**config.mk**
```make
export PLATFORM = sky130hd
export DESIGN_NAME = fetch_stage_flat
export DESIGN_NICKNAME = d
export VERILOG_FILES = /design/src/rtl/fetch_stage_pkg.sv /design/src/rtl/fetch_stage_if.sv /design/src/rtl/fetch_stage_if_id_reg.sv /design/src/rtl/fetch_stage.sv /design/src/flat_wrapper.sv
export SDC_FILE = /design/constraint.sdc
export NUM_CORES = 1
export LEC_CHECK = 0
export ABC_AREA = 1
export CORE_MARGIN = 3
export CORE_UTILIZATION = 55
export CTS_CLUSTER_SIZE = 30
export DETAILED_ROUTE_END_ITERATION = 12
export GPL_ROUTABILITY_DRIVEN = 0
export PLACE_DENSITY = 0.91
export SETUP_SLACK_MARGIN = 0.3
export SLEW_MARGIN = 20
export SYNTH_ARGS = -nofsm -noshare
export SYNTH_HDL_FRONTEND = slang
export SYNTH_SLANG_ARGS = --single-unit
```
**constraint.sdc**
```tcl
create_clock -name clk -period 3.35 [get_ports clk]
set_input_delay 0.67 -clock clk [delete_from_list [all_inputs] [get_ports clk]]
set_output_delay 0.67 -clock clk [all_outputs]
set_load 0.1 [all_outputs]
```
**src/rtl/fetch_stage_pkg.sv**
```systemverilog
// Shared definitions for the fetch stage: NOP encoding, register-field
// positions and the fetch FSM state encoding.
package rv_defs;

    // addi x0, x0, 0 -- decodes to rs1 = rs2 = 0
    localparam logic [31:0] NOP = 32'h0000_0013;

    localparam int RS1_LSB = 15;
    localparam int RS2_LSB = 20;

    typedef logic [1:0] fetch_state_t;

    // REQ : may issue a request at pc
    // WAIT: one request outstanding, response still to come
    // KILL: outstanding response belongs to a squashed path
    // HOLD: response captured while decode was stalled
    localparam logic [1:0] ST_REQ  = 2'd0;
    localparam logic [1:0] ST_WAIT = 2'd1;
    localparam logic [1:0] ST_KILL = 2'd2;
    localparam logic [1:0] ST_HOLD = 2'd3;

endpackage

```
**src/rtl/fetch_stage_if.sv**
```systemverilog
// Instruction-memory bus between the fetch stage (master) and memory (slave).
// Request: a transfer happens on a rising edge where imem_req_valid and
// imem_req_ready are both high; imem_req_addr is meaningful only while valid
// is high. Response: imem_rsp_valid is a one-cycle strobe with
// imem_rsp_data, no backpressure, at least one cycle after acceptance.
interface fetch_stage_if;
    logic        imem_req_valid;
    logic        imem_req_ready;
    logic [31:0] imem_req_addr;
    logic        imem_rsp_valid;
    logic [31:0] imem_rsp_data;

    modport master (
        output imem_req_valid,
        output imem_req_addr,
        input  imem_req_ready,
        input  imem_rsp_valid,
        input  imem_rsp_data
    );

    modport slave (
        input  imem_req_valid,
        input  imem_req_addr,
        output imem_req_ready,
        output imem_rsp_valid,
        output imem_rsp_data
    );
endinterface

```
**src/rtl/fetch_stage_if_id_reg.sv**
```systemverilog
// IF/ID pipeline register. Priority: flush, stall (hold), load, bubble.
// Flush and bubble both write a NOP so the register fields read as x0.
module if_id_reg
    import rv_defs::*;
(
    input  logic        clk,
    input  logic        rst_n,
    input  logic        i_flush,
    input  logic        i_stall,
    input  logic        i_load,
    input  logic [31:0] i_pc,
    input  logic [31:0] i_instr,
    output logic        o_valid,
    output logic [31:0] o_pc,
    output logic [31:0] o_instr,
    output logic [4:0]  o_rs1,
    output logic [4:0]  o_rs2
);

    logic        r_valid;
    logic [31:0] r_pc;
    logic [31:0] r_instr;

    // Register update with flush > stall > load > bubble priority
    always_ff @(posedge clk) begin
        if (!rst_n || i_flush) begin
            r_valid <= 1'b0;
            r_pc    <= 32'h0;
            r_instr <= NOP;
        end else if (i_stall) begin
            r_valid <= r_valid;
        end else if (i_load) begin
            r_valid <= 1'b1;
            r_pc    <= i_pc;
            r_instr <= i_instr;
        end else begin
            r_valid <= 1'b0;
            r_pc    <= 32'h0;
            r_instr <= NOP;
        end
    end

    assign o_valid = r_valid;
    assign o_pc    = r_pc;
    assign o_instr = r_instr;
    assign o_rs1   = r_instr[RS1_LSB +: 5];
    assign o_rs2   = r_instr[RS2_LSB +: 5];

endmodule

```
**src/rtl/fetch_stage.sv**
```systemverilog
// Instruction fetch stage: PC register, single-outstanding imem handshake,
// one-entry hold buffer for responses arriving during a decode stall, and
// the IF/ID register.
module fetch_stage
    import rv_defs::*;
#(
    parameter logic [31:0] RESET_PC = 32'h0000_0000
) (
    input  logic              clk,
    input  logic              rst_n,
    input  logic              stall_if,
    input  logic              stall_id,
    input  logic              redirect_valid,
    input  logic [31:0]       redirect_pc,
    fetch_stage_if.master     imem,
    output logic              if_id_valid,
    output logic [31:0]       if_id_pc,
    output logic [31:0]       if_id_instr,
    output logic [4:0]        if_id_rs1,
    output logic [4:0]        if_id_rs2,
    output fetch_state_t      dbg_state
);

    fetch_state_t r_state;
    logic [31:0]  r_pc;
    logic [31:0]  r_req_pc;
    logic [31:0]  r_hold_instr;
    logic [31:0]  r_hold_pc;

    logic         w_req_valid;
    logic         w_handshake;
    logic         w_deliver;
    logic [31:0]  w_deliver_pc;
    logic [31:0]  w_deliver_instr;
    logic [31:0]  w_redirect_pc;
    logic         w_capture;

    // A redirect masks the request so it can never coincide with a handshake
    assign w_req_valid   = rst_n && (r_state == ST_REQ) && !stall_if && !redirect_valid;
    assign w_handshake   = w_req_valid && imem.imem_req_ready;
    assign w_redirect_pc = redirect_pc & 32'hFFFF_FFFC;
    assign w_capture     = (r_state == ST_WAIT) && imem.imem_rsp_valid &&
                           !redirect_valid && stall_id;

    assign imem.imem_req_valid = w_req_valid;
    assign imem.imem_req_addr  = r_pc;
    assign dbg_state           = r_state;

    // Select what, if anything, is handed to IF/ID this cycle
    always_comb begin
        w_deliver       = 1'b0;
        w_deliver_pc    = r_hold_pc;
        w_deliver_instr = r_hold_instr;
        case (r_state)
            ST_WAIT: begin
                if (imem.imem_rsp_valid && !redirect_valid && !stall_id) begin
                    w_deliver       = 1'b1;
                    w_deliver_pc    = r_req_pc;
                    w_deliver_instr = imem.imem_rsp_data;
                end
            end
            ST_HOLD: begin
                if (!redirect_valid && !stall_id) begin
                    w_deliver = 1'b1;
                end
            end
            default: begin
                w_deliver = 1'b0;
            end
        endcase
    end

    // PC and outstanding-request address; the latest redirect always wins
    always_ff @(posedge clk) begin
        if (!rst_n) begin
            r_pc     <= RESET_PC;
            r_req_pc <= 32'h0;
        end else begin
            if (w_handshake) begin
                r_req_pc <= r_pc;
            end
            if (redirect_valid) begin
                r_pc <= w_redirect_pc;
            end else if (w_handshake) begin
                r_pc <= r_pc + 32'd4;
            end
        end
    end

    // Fetch FSM: one request in flight, squashed responses drained in KILL
    always_ff @(posedge clk) begin
        if (!rst_n) begin
            r_state <= ST_REQ;
        end else begin
            case (r_state)
                ST_REQ: begin
                    if (w_handshake) r_state <= ST_WAIT;
                end
                ST_WAIT: begin
                    if (imem.imem_rsp_valid) begin
                        if (redirect_valid)  r_state <= ST_REQ;
                        else if (stall_id)   r_state <= ST_HOLD;
                        else                 r_state <= ST_REQ;
                    end else if (redirect_valid) begin
                        r_state <= ST_KILL;
                    end
                end
                ST_KILL: begin
                    if (imem.imem_rsp_valid) r_state <= ST_REQ;
                end
                ST_HOLD: begin
                    if (redirect_valid || !stall_id) r_state <= ST_REQ;
                end
                default: r_state <= ST_REQ;
            endcase
        end
    end

    // Hold buffer: park a response that arrives while decode is stalled
    always_ff @(posedge clk) begin
        if (!rst_n) begin
            r_hold_instr <= NOP;
            r_hold_pc    <= 32'h0;
        end else if (w_capture) begin
            r_hold_instr <= imem.imem_rsp_data;
            r_hold_pc    <= r_req_pc;
        end
    end

    if_id_reg u_if_id_reg (
        .clk     (clk),
        .rst_n   (rst_n),
        .i_flush (redirect_valid),
        .i_stall (stall_id),
        .i_load  (w_deliver),
        .i_pc    (w_deliver_pc),
        .i_instr (w_deliver_instr),
        .o_valid (if_id_valid),
        .o_pc    (if_id_pc),
        .o_instr (if_id_instr),
        .o_rs1   (if_id_rs1),
        .o_rs2   (if_id_rs2)
    );

endmodule

```
**src/flat_wrapper.sv**
```systemverilog
// flat-port wrapper written by rule: the top's interface ports become plain ports
module fetch_stage_flat import rv_defs::*;
#(
    parameter logic [31:0] RESET_PC = 32'h0000_0000
)
  (clk, rst_n, stall_if, stall_id, redirect_valid, redirect_pc, if_id_valid, if_id_pc, if_id_instr, if_id_rs1, if_id_rs2, dbg_state, imem_imem_req_valid, imem_imem_req_addr, imem_imem_req_ready, imem_imem_rsp_valid, imem_imem_rsp_data);
  fetch_stage_if imem_i ();
  input  logic clk;
  input  logic rst_n;
  input  logic stall_if;
  input  logic stall_id;
  input  logic redirect_valid;
  input  logic [31:0] redirect_pc;
  output logic if_id_valid;
  output logic [31:0] if_id_pc;
  output logic [31:0] if_id_instr;
  output logic [4:0] if_id_rs1;
  output logic [4:0] if_id_rs2;
  output fetch_state_t dbg_state;
  output wire logic [$bits(imem_i.imem_req_valid)-1:0] imem_imem_req_valid;
  output wire logic [$bits(imem_i.imem_req_addr)-1:0] imem_imem_req_addr;
  input wire logic [$bits(imem_i.imem_req_ready)-1:0] imem_imem_req_ready;
  input wire logic [$bits(imem_i.imem_rsp_valid)-1:0] imem_imem_rsp_valid;
  input wire logic [$bits(imem_i.imem_rsp_data)-1:0] imem_imem_rsp_data;
  assign imem_imem_req_valid = imem_i.imem_req_valid;
  assign imem_imem_req_addr = imem_i.imem_req_addr;
  assign imem_i.imem_req_ready = imem_imem_req_ready;
  assign imem_i.imem_rsp_valid = imem_imem_rsp_valid;
  assign imem_i.imem_rsp_data = imem_imem_rsp_data;
  fetch_stage #(.RESET_PC(RESET_PC)) u_core (.clk(clk), .rst_n(rst_n), .stall_if(stall_if), .stall_id(stall_id), .redirect_valid(redirect_valid), .redirect_pc(redirect_pc), .imem(imem_i), .if_id_valid(if_id_valid), .if_id_pc(if_id_pc), .if_id_instr(if_id_instr), .if_id_rs1(if_id_rs1), .if_id_rs2(if_id_rs2), .dbg_state(dbg_state));
endmodule
```
==> metrics.txt <==
Die X=127 um; kind of critical path=flop to output port; worst-path cell chain=clkdlybuf4s50_1; cell area after synthesis=8110 um2; setup bufs post-CTS=0; Post-Route Setup TNS=0 ps; fin nets=1363; Hold Violations, Final=0; clock share of power=0.353; gr ovfl total=0; cell row count=43; Crit-path slowest cell=clkdlybuf4s50_1; Inserted Clock Buffers=17; Crit path required time=2680 ps; vias post-DR=8055; clk_lat worst skew=430 ps; post-synth cell types=33; #FFs+latches synth=187; H-tree levels=4; CTS tree=done; Yosys warnings=0; critical path's top delay family=buffers and inverters; hold_buf cts=0; antenna violations before repair=0; post-layout minimum cycle time=2620 ps; final setup vio count=0; Syn Inst Count=1159; Critical Path AT=1950 ps; Area contributors post-synth=dfxtp_1 46%, nand2_1 16%, nor2_1 8.7%, o21ai_0 5.3%, a31oi_1 4.9%; Slew HR=0.342; DRC viols=0; crit path launch type=flop; core area=14100 um2; routed vias/inst=5.44; area grow syn2layout=24.8%; area share of the largest cell type after synthesis=0.462; DRT Wirelength=21600 um; drt wl/cell=14.5 um; Clock Path Buffers=2; Max Cap Viol=0; Antenna Nets Post-Route=0; # IOs=181; clk_skew=9.54 ps; gr usage total=0.263; period utilisation layout=0.783; GRT busiest layer=met2; die area=16200 um2; Initial Util=0.573; met1 Track Usage GR=0.359; Worst Tran Pin Value=984 ps; Sw Pwr=1.54 mW; initial DRC count=692; Power Internal=3.54 mW; Peak VDD IR=0.000374 V; cts repair resizes=0; CP Buf/Inv Count=1; critical path fanouts, max=3; # clock sinks=187; Clk pin slew, worst setup/hold paths=70 ps; leakage power=3.88 nW; fmax=0.381 GHz; Comb power frac=0.170; met3 Use GR=0.0543; sequential fraction of the synthesis area=0.462; vias in the first global route=7348; Worst R2R Path Depth=7; Min-Delay Path Class=flop to flop; IO buf count=174; pin count of the biggest net entering global routing=87; Sw Ratio=0.303; TritonRoute pass-1 iters=5; Worst setup EP type=output port; Crit path depth=1; DIE HEIGHT=127 um; Post-DP HPWL=14500 um; layout cells sized above 1=0.116; met2 GRT Util=0.416; max-slew violation count=0; root buf cell=clkbuf_16; n_diodes=0; RSZ-0062 raised after global routing=no; Fin Hold WS=478 ps; Avg Inst Size Synth=7.00 um2; Hold Path Depth=2; sequential power share=0.477; Crit path largest cell delay=1160 ps; post-synth top area cell=dfxtp_1; first-pass GRT wire length=35400 um; Cell Pwr Density=501 nW/um2; outcome=complete, no violations
-- power groups by stage --
stage          combinational [mW]  sequential [mW]  clock, mW
2_1_floorplan               0.384             2.69          0
6_report                    0.861             2.42       1.79
4_1_cts                     0.860             2.42       1.81
5_1_grt                     0.928             2.43       1.90
3_5_place_dp                0.855             2.47          0
3_3_place_gp                0.840             2.46          0
-- state kept, by name, summed over array words and instances, names as in the netlist --
name	cells
u_core.r_hold_instr	32
u_core.imem.imem_req_addr	30
u_core.r_hold_pc	30
u_core.r_req_pc	30
u_core.u_if_id_reg.o_pc	30
u_core.dbg_state	2
u_core.u_if_id_reg.o_instr	32
u_core.u_if_id_reg.o_valid	1
-- through the flow --
step	utilization	std cells	cell area (um2)	power [mW]	worst slack, ps
after floorplan	-	1162	8120	3.08	881
after global placement	0.679	1452	9600	3.30	563
after detailed placement	0.679	1452	9600	3.32	493
after CTS	0.715	1482	10100	5.08	710
after global routing	0.715	1482	10100	5.26	682
final	0.715	1482	10100	5.08	728
-- metal layers --
metal / share of wire / up-vias / wire (um)
met5: 0 / - / 0
met4: 0.017 / 0 / 374
li1: - / 3989 / -
met1: 0.43 / 3631 / 9380
met3: 0.093 / 37 / 2010
met2: 0.45 / 398 / 9790
-- cell type report --
type                    count  area (um2)
fillers                  1089        4030
clock inverters            11        76.3
repair buffers            189        1670
clock buffers              19         443
multi-input cells         818        3670
well taps                 180         225
inverters                  78         293
flip-flops and latches    187        3740
-- cell usage in the layout, fill, tap and decap left out, drive strengths merged, types with 4 or more instances in the layout --
| master | count |
|---|---|
| nand3 | 43 |
| a21oi | 42 |
| nor2 | 195 |
| clkdlybuf4s50 | 84 |
| o21ai | 88 |
| nand4 | 9 |
| buf | 105 |
| dfxtp | 187 |
| nand2 | 343 |
| a31oi | 64 |
| clkinvlp | 4 |
| clkbuf | 19 |
| a221oi | 4 |
| clkinv | 9 |
| xor2 | 4 |
| inv | 76 |
| nand3b | 8 |
| conb | 4 |
-- final timing paths --
| check | to | startpoint | slack [ps] |
|---|---|---|---|
| setup / recovery | if_id_rs2[3] | u_core.u_if_id_reg.o_instr[23]$_SDFFE_PP0N_ | 730 |
| hold / removal | u_core.r_hold_instr[4]$_SDFFE_PN1P_ | u_core.r_hold_instr[4]$_SDFFE_PN1P_ | 480 |
| setup reg to reg | u_core.u_if_id_reg.o_instr[13]$_SDFFE_PP0N_ | u_core.dbg_state[0]$_SDFFE_PN0P_ | 1480 |
| hold reg to reg | u_core.r_hold_instr[4]$_SDFFE_PN1P_ | u_core.r_hold_instr[4]$_SDFFE_PN1P_ | 480 |
-- Yosys cell counts --
cell type	n
o2111ai_1	1
conb_1	1
clkbuf_2	1
o21ai_0	86
buf_4	22
inv_1	72
nand2_1	343
ha_1	1
nor2_4	5
xor2_1	4
o211a_1	2
a21oi_1	42
nand3_2	2
and2_1	1
buf_6	2
xnor2_1	2
nand4_1	9
o31ai_1	3
clkinv_1	2
buf_1	1
a211oi_2	3
inv_2	4
nor2_2	1
nand3b_1	8
nor2_1	189
buf_2	18
dfxtp_1	187
a31oi_1	64
nand3_1	41
a221oi_1	4
clkbuf_1	35
o21ai_1	2
or2_2	1
-- kinds of logic (layout without fill, tap and decap cells) --
group,count (synthesis),after routing,share of synthesized area
AO/OA/AOI/OAI,207,207,0.145
XOR/XNOR,6,6,0.00648
adder cells (fa/ha/maj),1,1,0.00154
buffers and inverters,157,297,0.0876
flip-flops,187,187,0.462
other,1,4,0.000462
AND/OR/NAND/NOR,600,600,0.298
No activity file was read; power rests on OpenSTA's default activity.
==> patch, RTL diff (same settings) <==
Make the reset (`rst_n`) asynchronous in 3 clocked blocks.
--- a/src/rtl/fetch_stage.sv
+++ b/src/rtl/fetch_stage.sv
@@ -73,3 +73,3 @@
     // PC and outstanding-request address; the latest redirect always wins
-    always_ff @(posedge clk) begin
+    always_ff @(posedge clk or negedge rst_n) begin
         if (!rst_n) begin
@@ -90,3 +90,3 @@
     // Fetch FSM: one request in flight, squashed responses drained in KILL
-    always_ff @(posedge clk) begin
+    always_ff @(posedge clk or negedge rst_n) begin
         if (!rst_n) begin
@@ -119,3 +119,3 @@
     // Hold buffer: park a response that arrives while decode is stalled
-    always_ff @(posedge clk) begin
+    always_ff @(posedge clk or negedge rst_n) begin
         if (!rst_n) begin
Behaviour: differs if rst_n is asserted again (counterexample within 4 cycles, from zero or initial values and one cycle with rst_n low); with rst_n held inactive, the same outputs for 4 cycles.
==> patch against the unedited design <==
Final area increased by 6.3%; synthesized cell count decreased by 3.2%; worst setup slack improved by 0.012 ns; wire length increased by 2.4%; sequential cell count unchanged; area after synthesis increased by 5.9%; sequential share of layout area increased by 3.6 points; largest cell class unchanged.
Power is not compared: it rests on default switching activity, and its combinational part moved more than twofold at a synthesized area within 25%.
==> patch: results (changes against the unedited design) <==
* Inverters at 117 (+50%)
* FF-to-FF path depth at 6 (-1)
* Multi-input logic area at 3390 um^2 (-7.6%)
* HPWL Detailed at 14.5 mm (about the same)
* Hold Slack at 0.359 ns (-0.119 ns)
* Least-Margin Pin Slew at 0.980 ns (-0.00436 ns)
* Post-Synth Adder-Cell Area at 0.00146 (-0.0000863)
* Multi-input gates at 746 (-8.8%)
* Pre-CTS setup slack at 0.598 ns (+0.104 ns)
* Hold Path Class: primary input to async pin
* Complex-gate fraction of the synthesized area at 0.169 (+0.0241)
* Via density at 5.41 (-0.47%)
* Clk_skew at 0.00913 ns (-0.000416 ns)
* Layout clock buffer count at 21 (+2)
* Largest net degree at the start of global routing at 125 (+44%)
* Seq area share at 0.406 (+0.0361)
* R2r setup slk at 1.19 ns (-0.29 ns)
* Gate Count Post-Synth at 1,122 (-3.2%)
* Min Tclk post-route at 2.61 ns (-0.0124 ns)
* Core Util, Final at 0.705 (-0.0102)
* Clock network area share at 0.0573 (+0.00603)
* Non-clk bufs at 186 (-1.6%)
* Reg-to-Reg End: u_core.imem.imem_req_addr[7]
* Register area share after synthesis at 0.508 (+0.0469)
* Post-synthesis xor/xnor area fraction at 0.00408 (-0.00240)
* Placed instance area at 10,100 um^2 (+5.6%)
* Fraction of area in non-clock buffers at 0.156 (-0.00932)
* Share of layout cells above drive strength 1 at 0.118 (+0.00232)
* Number of distinct library cells after synthesis at 34 (+3.0%)
* Design area at 10,800 um^2 (+6.3%)
* FFs & Latches at 187 (unchanged)
* Fillers at 1,165 (+7.0%)
* Most frequent cells after synthesis: nand2_1 (307), o21ai_0 (195), dfrtp_1 (121)
* Routed wl met3 at 1.70 mm (-15%)
* Routed met2 length at 10.6 mm (+8.3%)
* Pre-antenna DRT Iters at 8 (+3)
* Synth async-reset ratio at 0.663 (+0.663)
* Vias in the first global route at 7,207 (-1.9%)
* Status: finished, final reports clean
* Routed len/inst at 14.9 um (+2.6%)
* Post-Route M1 WL at 9.35 mm (-0.27%)
* Predominant post-synthesis flop cell: dfrtp_1
-- patch: cell types whose count changed after synthesis, sizes merged, moves of 29 or more --
cell   delta
dfrtp   +121
nor2    -135
dfxtp   -124
nand2    -34
o21ai   +127
nand3    +29
inv      +41
a31oi    -64
-- patch: routing by layer --
metal	global-route usage	vias up
met4	0.0853	0
li1	-	3863
met2	0.409	327
met3	0.0488	35
met1	0.357	3776
met5	0	-
-- patch: how the worst max path moves through the flow --
| stage | start | to | depth (start not counted) |
|---|---|---|---|
| 6_report | u_core.u_if_id_reg.o_instr[20] | if_id_instr[20] | 1 |
| 5_1_grt | redirect_valid | imem_imem_req_valid | 7 |
| 4_1_cts | u_core.u_if_id_reg.o_instr[20] | if_id_instr[20] | 1 |
| 3_5_place_dp | redirect_valid | u_core.imem.imem_req_addr[7] | 9 |
| 3_3_place_gp | redirect_valid | u_core.imem.imem_req_addr[6] | 9 |
| 2_1_floorplan | u_core.dbg_state[1] | imem_imem_req_valid | 3 |
